--- config.mk ---
export PLATFORM = sky130hd
export DESIGN_NAME = gpio_bus_arbiter
export DESIGN_NICKNAME = d
export VERILOG_FILES = /design/src/rtl/gpio_bus_arbiter.sv
export SDC_FILE = /design/constraint.sdc
export NUM_CORES = 1
export LEC_CHECK = 0
export CAP_MARGIN = 20
export CORE_ASPECT_RATIO = 1.4
export CORE_MARGIN = 5
export CORE_UTILIZATION = 41
export CTS_CLUSTER_SIZE = 10
export DETAILED_ROUTE_END_ITERATION = 10
export PLACE_DENSITY = 0.88
export SYNTH_ARGS = -nofsm -noshare
export SYNTH_HDL_FRONTEND = slang
export SYNTH_SLANG_ARGS = --single-unit
--- constraint.sdc ---
create_clock -name clk -period 4.5 [get_ports clk]
set_input_delay 0.675 -clock clk [delete_from_list [all_inputs] [get_ports clk]]
set_output_delay 0.675 -clock clk [all_outputs]
set_load 0.02 [all_outputs]
--- src/rtl/gpio_bus_arbiter.sv ---
`timescale 1ns/1ps
`default_nettype none
// ============================================================================
// Module      : gpio_bus_arbiter
// Description : Two-requester Avalon-MM arbiter (HPS bridge, HW sequencer)
//               onto a single GPIO slave. Round-robin grant, one-cycle slave
//               strobes. Optional hold-grant lock via `GPIO_ARB_LOCK_EN.
// Revision    : 1.0 - initial release
// ============================================================================
module gpio_bus_arbiter (
    input  logic        clk,
    input  logic        reset,
    input  logic        m0_read,
    input  logic        m0_write,
    input  logic [2:0]  m0_address,
    input  logic [3:0]  m0_byteenable,
    input  logic [31:0] m0_writedata,
    output logic [31:0] m0_readdata,
    output logic        m0_waitrequest,
`ifdef GPIO_ARB_LOCK_EN
    input  logic        m0_lock,
    input  logic        m1_lock,
`endif
    input  logic        m1_read,
    input  logic        m1_write,
    input  logic [2:0]  m1_address,
    input  logic [3:0]  m1_byteenable,
    input  logic [31:0] m1_writedata,
    output logic [31:0] m1_readdata,
    output logic        m1_waitrequest,
    output logic        s_chipselect,
    output logic        s_read,
    output logic        s_write,
    output logic [2:0]  s_address,
    output logic [3:0]  s_byteenable,
    output logic [31:0] s_writedata,
    input  logic [31:0] s_readdata
);

    localparam logic [1:0] c_IDLE   = 2'd0;
    localparam logic [1:0] c_ACCESS = 2'd1;
    localparam logic [1:0] c_DONE   = 2'd2;

    logic [1:0]  r_state;
    logic [1:0]  w_next_state;
    logic        r_owner;
    logic        r_last_owner;
    logic        w_grant;
    logic [1:0]  w_req;
    logic [1:0]  w_cand;
    logic        w_start;
    logic        w_sel_read;
    logic        w_sel_write;
    logic [2:0]  w_sel_address;
    logic [3:0]  w_sel_byteenable;
    logic [31:0] w_sel_writedata;

    assign w_req = {m1_read | m1_write, m0_read | m0_write};

`ifdef GPIO_ARB_LOCK_EN
    logic r_locked;
    logic w_owner_lock;
    assign w_owner_lock = r_owner ? m1_lock : m0_lock;
`endif

    // Fields of the requester about to be granted
    assign w_sel_read       = w_grant ? m1_read       : m0_read;
    assign w_sel_write      = w_grant ? m1_write      : m0_write;
    assign w_sel_address    = w_grant ? m1_address    : m0_address;
    assign w_sel_byteenable = w_grant ? m1_byteenable : m0_byteenable;
    assign w_sel_writedata  = w_grant ? m1_writedata  : m0_writedata;
    assign w_start          = (r_state == c_IDLE) && (w_next_state == c_ACCESS);

    always_ff @(posedge clk or posedge reset) begin
        if (reset)
            r_state <= c_IDLE;
        else
            r_state <= w_next_state;
    end

    always_comb begin
        w_next_state = r_state;
        w_grant      = r_owner;
        w_cand       = w_req;
`ifdef GPIO_ARB_LOCK_EN
        // A held grant hides the other requester entirely
        if (r_locked)
            w_cand = w_req & (r_owner ? 2'b10 : 2'b01);
`endif
        case (r_state)
            c_IDLE: begin
                if (w_cand != 2'b00) begin
                    w_next_state = c_ACCESS;
                    case (w_cand)
                        2'b01:   w_grant = 1'b0;
                        2'b10:   w_grant = 1'b1;
                        default: w_grant = ~r_last_owner;
                    endcase
                end
            end
            c_ACCESS: w_next_state = c_DONE;
            c_DONE:   w_next_state = c_IDLE;
            default:  w_next_state = c_IDLE;
        endcase
    end

    always_comb begin
        m0_waitrequest = w_req[0] & ~((r_state == c_DONE) && (r_owner == 1'b0));
        m1_waitrequest = w_req[1] & ~((r_state == c_DONE) && (r_owner == 1'b1));
    end

    always_ff @(posedge clk or posedge reset) begin
        if (reset) begin
            r_owner      <= 1'b0;
            r_last_owner <= 1'b1;
            s_chipselect <= 1'b0;
            s_read       <= 1'b0;
            s_write      <= 1'b0;
            s_address    <= 3'd0;
            s_byteenable <= 4'd0;
            s_writedata  <= 32'd0;
            m0_readdata  <= 32'd0;
            m1_readdata  <= 32'd0;
`ifdef GPIO_ARB_LOCK_EN
            r_locked     <= 1'b0;
`endif
        end else begin
            // Strobes are single-cycle: cleared unless a new access starts
            s_chipselect <= 1'b0;
            s_read       <= 1'b0;
            s_write      <= 1'b0;
            if (w_start) begin
                r_owner      <= w_grant;
                s_chipselect <= 1'b1;
                s_write      <= w_sel_write;
                s_read       <= w_sel_read & ~w_sel_write;
                s_address    <= w_sel_address;
                s_byteenable <= w_sel_byteenable;
                s_writedata  <= w_sel_writedata;
            end
            if ((r_state == c_ACCESS) && s_read) begin
                if (r_owner)
                    m1_readdata <= s_readdata;
                else
                    m0_readdata <= s_readdata;
            end
            if (r_state == c_DONE) begin
                r_last_owner <= r_owner;
`ifdef GPIO_ARB_LOCK_EN
                r_locked     <= w_owner_lock;
`endif
            end
        end
    end

endmodule
`default_nettype wire

==> results of run 1 <==
-- worst paths after layout --
kind,from,to,cells past startpoint
max,m1_write,m1_waitrequest,4
min,m0_readdata[23]$_DFFE_PP0P_,m0_readdata[23]$_DFFE_PP0P_,1
max reg2reg,r_state[0]$_DFF_PP0_,s_writedata[22]$_DFFE_PP0P_,4
min reg2reg,m0_readdata[23]$_DFFE_PP0P_,m0_readdata[23]$_DFFE_PP0P_,1
max in group asynchronous,reset,m1_readdata[12]$_DFFE_PP0P_,3
min in group asynchronous,reset,m1_readdata[21]$_DFFE_PP0P_,2
-- power by group --
group,total (mW),switching (mW),internal [mW]
Combinational,2.69,1.38,1.31
Clock,0.759,0.371,0.388
Sequential,1.77,0.281,1.49
-- cells in the final DEF, fill, tap and decap left out --
master	count
clkdlybuf4s50_1	223
dfrtp_1	109
mux2_2	63
o21ai_0	43
nand3_1	41
a21oi_1	41
a31oi_1	39
clkbuf_16	9
buf_4	8
nor2_1	3
inv_4	2
or2_2	2
nand2_1	2
nor2b_1	2
inv_1	2
inv_6	2
nor2_4	1
or4_1	1
nand2_4	1
nor2_2	1
and2_1	1
nand2b_1	1
o21a_1	1
nand4b_1	1
and3_1	1
nand4_1	1
mux2_1	1
ha_1	1
clkinv_8	1
clkinv_2	1
inv_8	1
clkinv_4	1
clkinvlp_4	1
dfstp_2	1
-- kinds of logic after synthesis --
family                     count (synthesis)
DFF                                      110
adders and majority gates                  1
and+or+nand+nor                           59
AOI/OAI and AO/OA                        124
muxes                                     64
buffers and inverters                     41
-- layout make-up --
type	count	area (um2)
Clock inverter	7	66.3
Sequential cell	110	2750
Inverter	4	20.0
Fill cell	874	4020
Tap cell	144	180
Clock buffer	9	225
Multi-Input combinational cell	248	1720
Timing Repair Buffer	231	2290
-- per-stage QoR --
stage               utilization [%]  worst slack, ns  power, mW  hold slack [ns]  instances
global route                   64.4             1.66       5.51            0.523        753
floorplan                         -            0.924       3.17            0.447        399
finish                         64.4             1.71       5.22            0.494        753
detailed placement             61.8             1.51       4.50            0.487        737
global placement               61.8             1.68       4.38            0.474        737
CTS                            64.4             1.71       5.27            0.500        753
-- layer usage --
metal | GRT usage, % | share of wire [%]
met5 | 0 | 0
met4 | 7.49 | 2.3
met3 | 5.60 | 7.9
met2 | 35.8 | 51
met1 | 23.7 | 39
-- critical path, stage by stage --
cell and delay (ns):
clkdlybuf4s50_1 0.46, or2_2 0.33, o21a_1 0.11, clkdlybuf4s50_1 0.55
-- flip-flops by register name, summed over array words and instances, names as in the netlist, 2 cells and up --
name / flops
m0_readdata: 32
m1_readdata: 32
s_writedata: 32
s_byteenable: 4
s_address: 3
r_state: 2
==> impl_metrics.yaml, run 1 <==
route:
  routed_wl_um: 14000
  final_antenna_net_count: 0
  drc: 0
  wire_per_inst_um: 18.6
  post_drt_via_cell_ratio: 5.45
  num_vias: 4103
  drt_iter0_drc: 184
  dr.pass1.iters: 4
clock_tree:
  postCtsResizedCells: 0
  clk_latency_ns: 0.34
  cts_tree: "yes"
  ctsLongestPathBuffers: 2
  cts_made_buffers: 9
  clock-root-buffer: "clkbuf_16"
  cts_setup_buffers: 0
  clock_sinks: 110
  cts.hold.buffers_added: 0
  path_clk_slew_ns: 0.07
  htreeDepth: 3
setup_path:
  crit_required_ns: 3.83
  ff2ff_setup_slack_ns: 2.42
  path_class: "in2out"
  cp-end-kind: "output pin"
  cp.arrival_ns: 2.11
  path_max_fanout: 4
  critPathLaunchType: "primary input"
synthesis:
  yosysSeqAreaShare_pct: 58.9
  synth_flop_cell: "dfrtp_1"
  synth_area_mm2: 0.00468
  synth_fa_ha_area_share_pct: 0.268
  ys_types: 28
  syn_inst: 399
  synth.area.top_cells: "dfrtp_1, mux2_2, a31oi_1, o21ai_0, a21oi_1"
  avgSynthCellArea_um2: 11.7
  ys.warnings.count: 0
  yosysMostFrequentCell: "dfrtp_1"
  async_flop_share_pct: 100
  yosys.area_share.simple_pct: 6.61
  synth-edff-count: 0
  yosys.area.top_type_share_pct: 58.3
  yosys.area.top_type: "dfrtp_1"
  ys_ff_latch: 110
  synth_fp_nets: 516
  synth_top_family_by_area: "multiplexers"
  synth_compound_area_share_pct: 14.4
  yosys.area_share.xor_xnor_pct: 0
  synth.area.mux_share_pct: 15.4
  synth_commonest_cells: "dfrtp_1, mux2_2, o21ai_0"
run_status:
  outcome: "finished, final reports clean"
timing:
  drv_slew: 0
  clock_skew_ns: 0.00949
  period_needed_ns: 2.79
  relSlewSlack_pct: 31.3
  setup-violations-final: 0
  fmax_mhz: 359
  hold_violations: 0
  worst_slew_pin_slew_ns: 1.03
  final.period_utilization_pct: 62.0
  grt_setup_unrepaired: "no"
  finalSetupTns_ns: 0
pwr:
  p_per_area_mw_per_mm2: 719
  leakage_nw: 2.94
  ir_worst_vdd_uv: 299
die:
  num_rows: 46
  die_w_um: 100
  core_mm2: 0.0113
  dieArea_mm2: 0.0137
  num_io_pins: 224
  die_y_um: 136
  start_util_pct: 41.5
grt:
  grt_max_degree: 52
  antenna_found_initial: 0
  grt_pass1_vias: 4314
  gr-usage-all-layers_pct: 20.4
  grt_first_pass_wirelength_um: 22000
  grt-ovfl-total: 0
placement:
  hpwl_um: 10400
  globalplace.congestion: 0.812
  postPlaceCellArea_mm2: 0.00697
  port_buffers: 223
finish:
  final_nets: 721
  diodes: 0
  drive_above_1_share_pct: 15.6
  area_growth_pct: 55.3
  final_area_mm2: 0.00726
job:
  maxCapViolCount: 0
worst_hold_path:
  hold_path.class: "reg2reg"
No activity file was read; power rests on OpenSTA's default activity.
==> run 2, diff against run 1 <==
==> constraint.sdc (replaced) <==
create_clock -name clk -period 2.7 [get_ports clk]
set_input_delay 0.405 -clock clk [delete_from_list [all_inputs] [get_ports clk]]
set_output_delay 0.405 -clock clk [all_outputs]
set_load 0.02 [all_outputs]
==> run 2 against run 1 <==
Against the previous run:
- final area increased by 0.76%
- clock-buffer cell count increased by 1
- register-to-register slack got worse by 1.5 ns
- sequential share of layout area decreased by 0.29 points
- first-iteration DRC count increased by 7.1%
- critical path type is now in2reg
- critical endpoint is now s_writedata[5]$_DFFE_PP0P_
- largest cell class unchanged
- largest power group unchanged
==> impl_metrics.yaml, run 2 (same netlist as run 1, synthesis figures left out) <==
route:
  num_vias: 4098
  drt_iter0_drc: 197
  wl_met1_um: 5380
  met3_length_um: 1240
  post_drt_via_cell_ratio: 5.44
  top_layer: "met4"
  wire_per_inst_um: 18.7
  final_antenna_net_count: 0
  dr.pass1.iters: 5
  drc: 0
  routed_wl_um: 14100
  wl_met2_um: 7260
clock_tree:
  ctsLongestPathBuffers: 2
  path_clk_slew_ns: 0.07
  cts_setup_buffers: 0
  clock-root-buffer: "clkbuf_16"
  clock_sinks: 110
  cts_made_buffers: 9
  cts.hold.buffers_added: 0
  cts_tree: "yes"
  postCtsResizedCells: 0
  clk_latency_ns: 0.34
  htreeDepth: 3
finish:
  largestRegisters: "m0_readdata: 32 flops, m1_readdata: 32 flops, s_writedata: 32 flops"
  layout_commonest_cell: "clkdlybuf4s50_1"
  area_growth_pct: 56.4
  layout_common_cells: "clkdlybuf4s50_1, dfrtp_1, mux2_2, o21ai_0"
  final_cells: 754
  drive_above_1_share_pct: 15.7
  final_area_mm2: 0.00732
  final_nets: 723
  diodes: 0
run_status:
  outcome: "finished, final reports clean"
pwr:
  p_sw_share_pct: 38.3
  p_per_area_mw_per_mm2: 1200
  ir_worst_vdd_uv: 488
  p_comb_share_pct: 51.3
  power.share.clock_pct: 15.3
  power_mw: 8.81
  internal-power_mw: 5.44
  p_seq_share_pct: 33.4
  switching_power_mw: 3.37
  leakage_nw: 2.96
setup_path:
  cp.arrival_ns: 2.63
  cp-end-kind: "flip-flop"
  path_max_fanout: 42
  crit_required_ns: 2.96
  path_class: "in2reg"
  critPathLaunchType: "primary input"
timing:
  fmax_mhz: 422
  finalSetupTns_ns: 0
  hold_violations: 0
  drv_slew: 0
  final.period_utilization_pct: 87.7
  period_needed_ns: 2.37
  relSlewSlack_pct: 44.1
  clock_skew_ns: 0.00553
  setup-violations-final: 0
  worst_slew_pin_slew_ns: 0.839
  grt_setup_unrepaired: "no"
  whs_ns: 0.493
placement:
  postPlaceCellArea_mm2: 0.00701
  post-place-cells: 739
  globalplace.congestion: 0.789
  port_buffers: 223
  hpwl_um: 10400
grt:
  gr-usage-all-layers_pct: 20.9
  grt_pass1_vias: 4341
  grt-ovfl-total: 0
  grt_first_pass_wirelength_um: 22600
  antenna_found_initial: 0
  grt_max_degree: 111
job:
  maxCapViolCount: 0
die:
  die_y_um: 136
  dieArea_mm2: 0.0137
  start_util_pct: 41.5
  num_io_pins: 224
  num_rows: 46
  core_mm2: 0.0113
  die_w_um: 100
worst_hold_path:
  hold_path.class: "reg2reg"
[run 2: changes by cell type in the layout (fill, tap and decap cells not counted), sizes merged]
cell / change
clkbuf: +1
inv: -2
buf: +2
clkinv: -2
bufinv: +1
clkinvlp: +1
[run 2: per-layer routing]
layer,track usage (%),up-vias
li1,-,1873
met3,5.13,17
met1,24.9,1977
met4,7.27,0
met2,36.4,231
met5,0,-
[run 2: final timing paths]
check	start	to	slack, ns	depth (start not counted)
max reg2reg	r_state[0]$_DFF_PP0_	m0_readdata[4]$_DFFE_PP0P_	0.95	4
min	m0_readdata[23]$_DFFE_PP0P_	m0_readdata[23]$_DFFE_PP0P_	0.49	1
min reg2reg	m0_readdata[23]$_DFFE_PP0P_	m0_readdata[23]$_DFFE_PP0P_	0.49	1
max	m1_write	s_writedata[5]$_DFFE_PP0P_	0.33	6
max in group asynchronous	reset	s_writedata[30]$_DFFE_PP0P_	1.71	3
min in group asynchronous	reset	s_writedata[14]$_DFFE_PP0P_	0.56	3
[run 2: cell type report]
type | instances | area, um2
timing repair buffer | 233 | 2330
multi-input combinational | 248 | 1720
clock buffer | 10 | 239
clock inverter | 5 | 66.3
sequential | 110 | 2750
tap | 144 | 180
inverter | 4 | 21.3
fill | 835 | 3960
[run 2: power by group through the flow]
stage                     Combinational [mW]  Sequential, mW  Clock [mW]
after floorplan                         1.39            3.89           0
after global placement                  4.41            2.91           0
after detailed placement                4.55            2.97           0
after CTS                               4.55            2.95        1.38
after global routing                    4.80            3.06        1.44
final                                   4.52            2.95        1.35
[run 2: metrics by stage]
stage               setup WS, ns  util (%)
floorplan                  0.799         -
global placement           0.149      62.2
detailed placement       0.00310      62.2
CTS                        0.373      64.9
global route               0.190      64.9
finish                     0.331      64.9
[run 2: critical path, cell delays in order]
cell and delay, ns:
clkdlybuf4s50_1 0.45, or2_2 0.32, ha_1 0.34, or2_2 0.69
nand3_1 0.18, a31oi_1 0.23
